==> src/rtl/regfile_dumper.sv <==
// Streams every register of the CPU register file out on a valid/ready word port,
// two registers per sweep step. Define REGDUMP_CHECKSUM_EN to append an XOR checksum word.
module regfile_dumper #(
  parameter int NUM_REGS = 32,
  parameter int ADDR_W   = 5,
  parameter int DATA_W   = 32
) (
  input  logic              CLK,
  input  logic              RST,
  input  logic              Start,
  output logic              Busy,
  output logic              Done,
  output logic [ADDR_W-1:0] ReadReg1,
  output logic [ADDR_W-1:0] ReadReg2,
  input  logic [DATA_W-1:0] ReadData1,
  input  logic [DATA_W-1:0] ReadData2,
  output logic              OutValid,
  input  logic              OutReady,
  output logic [DATA_W-1:0] OutData,
  output logic [ADDR_W-1:0] OutIndex,
  output logic              OutLast
);

  localparam int PAIRS = NUM_REGS / 2;
  localparam int KW    = (PAIRS > 1) ? $clog2(PAIRS) : 1;

`ifdef REGDUMP_CHECKSUM_EN
  typedef enum logic [2:0] {IDLE, READ, SEND_A, SEND_B, CSUM, DONE} state_t;
`else
  typedef enum logic [2:0] {IDLE, READ, SEND_A, SEND_B, DONE} state_t;
`endif

  state_t            stateReg, stateNext;
  logic [KW-1:0]     kReg;
  logic [DATA_W-1:0] bufAReg, bufBReg;
`ifdef REGDUMP_CHECKSUM_EN
  logic [DATA_W-1:0] checksumReg;
`endif

  logic              handshake;
  logic              lastPair;
  logic [ADDR_W-1:0] evenAddr, oddAddr;

  assign handshake = OutValid && OutReady;
  assign lastPair  = (kReg == KW'(PAIRS - 1));
  assign evenAddr  = ADDR_W'({kReg, 1'b0});
  assign oddAddr   = evenAddr | ADDR_W'(1);

  always_ff @(posedge CLK) begin
    if (RST) stateReg <= IDLE;
    else     stateReg <= stateNext;
  end

  // Pair capture happens only in READ, so later file writes never reach an in-flight pair.
  always_ff @(posedge CLK) begin
    if (RST) begin
      kReg    <= '0;
      bufAReg <= '0;
      bufBReg <= '0;
`ifdef REGDUMP_CHECKSUM_EN
      checksumReg <= '0;
`endif
    end else begin
      unique case (stateReg)
        IDLE: begin
          if (Start) begin
            kReg <= '0;
`ifdef REGDUMP_CHECKSUM_EN
            checksumReg <= '0;
`endif
          end
        end
        READ: begin
          bufAReg <= ReadData1;
          bufBReg <= ReadData2;
        end
        SEND_A: begin
`ifdef REGDUMP_CHECKSUM_EN
          if (handshake) checksumReg <= checksumReg ^ bufAReg;
`endif
        end
        SEND_B: begin
          if (handshake) begin
`ifdef REGDUMP_CHECKSUM_EN
            checksumReg <= checksumReg ^ bufBReg;
`endif
            if (!lastPair) kReg <= kReg + KW'(1);
          end
        end
        default: ;
      endcase
    end
  end

  always_comb begin
    stateNext = stateReg;
    unique case (stateReg)
      IDLE:   if (Start) stateNext = READ;
      READ:   stateNext = SEND_A;
      SEND_A: if (handshake) stateNext = SEND_B;
      SEND_B: begin
        if (handshake) begin
`ifdef REGDUMP_CHECKSUM_EN
          stateNext = lastPair ? CSUM : READ;
`else
          stateNext = lastPair ? DONE : READ;
`endif
        end
      end
`ifdef REGDUMP_CHECKSUM_EN
      CSUM:   if (handshake) stateNext = DONE;
`endif
      DONE:   stateNext = IDLE;
      default: stateNext = IDLE;
    endcase
  end

  always_comb begin
    Busy     = (stateReg != IDLE);
    Done     = 1'b0;
    OutValid = 1'b0;
    OutData  = '0;
    OutIndex = '0;
    OutLast  = 1'b0;
    ReadReg1 = '0;
    ReadReg2 = '0;
    unique case (stateReg)
      READ: begin
        ReadReg1 = evenAddr;
        ReadReg2 = oddAddr;
      end
      SEND_A: begin
        ReadReg1 = evenAddr;
        ReadReg2 = oddAddr;
        OutValid = 1'b1;
        OutData  = bufAReg;
        OutIndex = evenAddr;
      end
      SEND_B: begin
        ReadReg1 = evenAddr;
        ReadReg2 = oddAddr;
        OutValid = 1'b1;
        OutData  = bufBReg;
        OutIndex = oddAddr;
`ifndef REGDUMP_CHECKSUM_EN
        OutLast  = lastPair;
`endif
      end
`ifdef REGDUMP_CHECKSUM_EN
      CSUM: begin
        OutValid = 1'b1;
        OutData  = checksumReg;
        OutLast  = 1'b1;
      end
`endif
      DONE: Done = 1'b1;
      default: ;
    endcase
  end

endmodule

==> config.mk <==
export PLATFORM = sky130hd
export DESIGN_NAME = regfile_dumper
export DESIGN_NICKNAME = d
export VERILOG_FILES = /design/src/rtl/regfile_dumper.sv
export SDC_FILE = /design/constraint.sdc
export NUM_CORES = 1
export LEC_CHECK = 0
export BUFFER_PORTS_ARGS = -buffer_cell sky130_fd_sc_hd__buf_2
export CAP_MARGIN = 20
export CORE_MARGIN = 2
export CORE_UTILIZATION = 45
export CTS_BUF_LIST = sky130_fd_sc_hd__clkbuf_4
export DETAILED_ROUTE_END_ITERATION = 8
export GPL_ROUTABILITY_DRIVEN = 0
export PLACE_DENSITY = 0.74
export SYNTH_ARGS = -nofsm -noshare
export SYNTH_HDL_FRONTEND = slang
export SYNTH_SLANG_ARGS = --single-unit
==> constraint.sdc <==
create_clock -name CLK -period 5.1 [get_ports CLK]
set_clock_uncertainty 0.1 [all_clocks]
set_input_delay 1.53 -clock CLK [delete_from_list [all_inputs] [get_ports CLK]]
set_output_delay 1.53 -clock CLK [all_outputs]
set_load 0.02 [all_outputs]
==> qor.yml <==
synth_top_flop_cell: "dfxtp_1"
vias: 2982
grt_pass1_vias: 2667
grt_overflow_total: 0
syn_area_um2: 3270
die_h_um: 89.2
root_buffer: "clkbuf_4"
rows: 31
hold_violations: 0
final_cell_mix: "129 x nand2_1, 117 x buf_2, 70 x dfxtp_1, 65 x a21oi_1, 36 x nor2_1"
synthDominantCellAreaShare_pct: 43.5
cp-end-kind: "primary output"
synth_seq_area_share_pct: 43.5
ant_nets: 0
viasPerCell: 4.86
numCtsBuffers: 9
final_nets: 578
port_buffers: 117
drc_errors: 0
rsz0062_at_grt: "false"
clock_latency_ps: 420
cts_setup_buffers: 0
synth.net_count: 483
peakVddDrop_uv: 169
worstPathRequired_ps: 3470
antenna_found_initial: 0
relSlewSlack_pct: 43.0
finalSetupTns_ps: 0
max_cap_violations: 0
netlist_instances: 414
grt_pass1_wl_mm: 11.8
max_freq_mhz: 264
r2r_cells: 4
cts.path.max_buffers: 2
setup_violations: 0
fill_cells: 757
dp_hpwl_mm: 4.92
stdcell_area_um2: 3890
timing.final.crit_share_pct: 74.3
slew_viol_final: 0
outcome: "completed"
ys_warn_count: 0
final_layout_size_suffix_gt1_share_pct: 27.8
yosysTopAreaCell: "dfxtp_1"
async_flop_share_pct: 0
dieArea_um2: 7960
syn2layout_area_growth_pct: 19.0
path_max_fanout: 29
synthDistinctLibCells: 34
cts.htree.levels: 3
hold_path_depth: 2
synth_edf_count: 0
ctsResizeCount: 0
place_area_um2: 3750
grt_usage_pct: 19.1
power_density_nw_per_um2: 295
path_class: "reg -> out"
first_pass_iters: 4
cts.sinks: 71
die_w_um: 89.2
multi_input_area_um2: 1560
wire_per_inst_um: 11.9
diodes: 0
leakage_uw: 0.00166
start_util_pct: 45.8
cp-start-kind: "flop"
grt_max_degree: 65
clk_pin_slew_ps: 110
syn_avg_cell_area_um2: 7.89
min_period_ps: 3790
drt-initial-drc-count: 112
routed_wl_mm: 7.29
seq_area_um2: 1420
ys_seq_elements: 71
tightest_slew_ps: 855
coreArea_um2: 7140
io_pins: 119
final_common_cell: "nand2_1"
worstPathArrival_ps: 2160
hold_path_class: "reg -> reg"
synth_area_leaders: "dfxtp_1 43%, nand2_1 15%, mux2i_1 10%"
ctsHoldBuffers: 0
cts_tree: "done"
-- synth_stat cells (2+ instances only) --
library cell and number:
a31oi_1 2, buf_4 14, dfxtp_1 71, inv_1 4, and3_1 5, and2_1 8
nor2_1 36, nand2_1 129, mux2i_1 33, buf_2 3, clkbuf_1 11, nor4_1 2
buf_6 10, nand3_1 2, a21oi_1 65
-- through the flow --
step | std cells | utilization [%] | setup slack, ps | power, uW | hold WS, ps
floorplan | 414 | - | 2050 | 763 | 336
global placement | 597 | 52.5 | 1790 | 801 | 342
detailed placement | 597 | 52.5 | 1760 | 807 | 347
CTS | 613 | 54.5 | 1270 | 1160 | 363
global route | 613 | 54.5 | 1160 | 1210 | 381
finish | 613 | 54.5 | 1310 | 1150 | 363
-- routing by layer --
metal,part of all wire (%),global-route usage (%)
met5,0,0
met1,46,23.2
met4,2.0,9.36
met3,5.0,3.97
met2,47,32.3
-- power by group --
part / leakage (uW) / internal [uW] / switching (uW)
registers: 0.000578 / 587 / 27.2
logic: 0.00101 / 72.1 / 105
clock network: 0.0000739 / 150 / 206
-- logic make-up (layout without fill, tap and decap cells) --
logic type	after synthesis	in the layout	share of synthesized area [%]
and+or+nand+nor	194	194	25.3
AOI/OAI and AO/OA	72	72	11.8
DFF	71	71	43.5
buffers and inverters	42	142	8.84
muxes	33	33	10.1
adders and majority gates	1	1	0.383
other	1	1	0.115
-- layout make-up --
type                            instances  area share [%]
Inverter                                4           0.386
Tap cell                               99            3.19
Timing Repair Buffer                  122            16.0
Sequential cell                        71            36.6
Multi-Input combinational cell        301            40.2
Clock inverter                          7            1.87
Clock buffer                            9            1.74
-- flip-flops by register name, summed over array words and instances (netlist names) --
name and flops:
bufAReg 32, bufBReg 32, kReg 4, stateReg 3
-- path summary, 6_finish.rpt --
path,from,end,slack (ps)
worst min register to register,bufAReg[1]$_SDFFE_PP0P_,bufAReg[1]$_SDFFE_PP0P_,360
worst max-delay path,stateReg[0]$_SDFFE_PP0P_,OutData[13],1310
worst max register to register,stateReg[0]$_SDFFE_PP0P_,kReg[1]$_SDFFE_PP0P_,2830
worst min-delay path,bufAReg[1]$_SDFFE_PP0P_,bufAReg[1]$_SDFFE_PP0P_,360
-- worst max-delay path: stages, from the launching register on --
cell and delay [ps]:
dfxtp_2 910, buf_4 380, mux2i_1 220, nor2_1 50, buf_2 170
(Power assumes the default switching activity.)
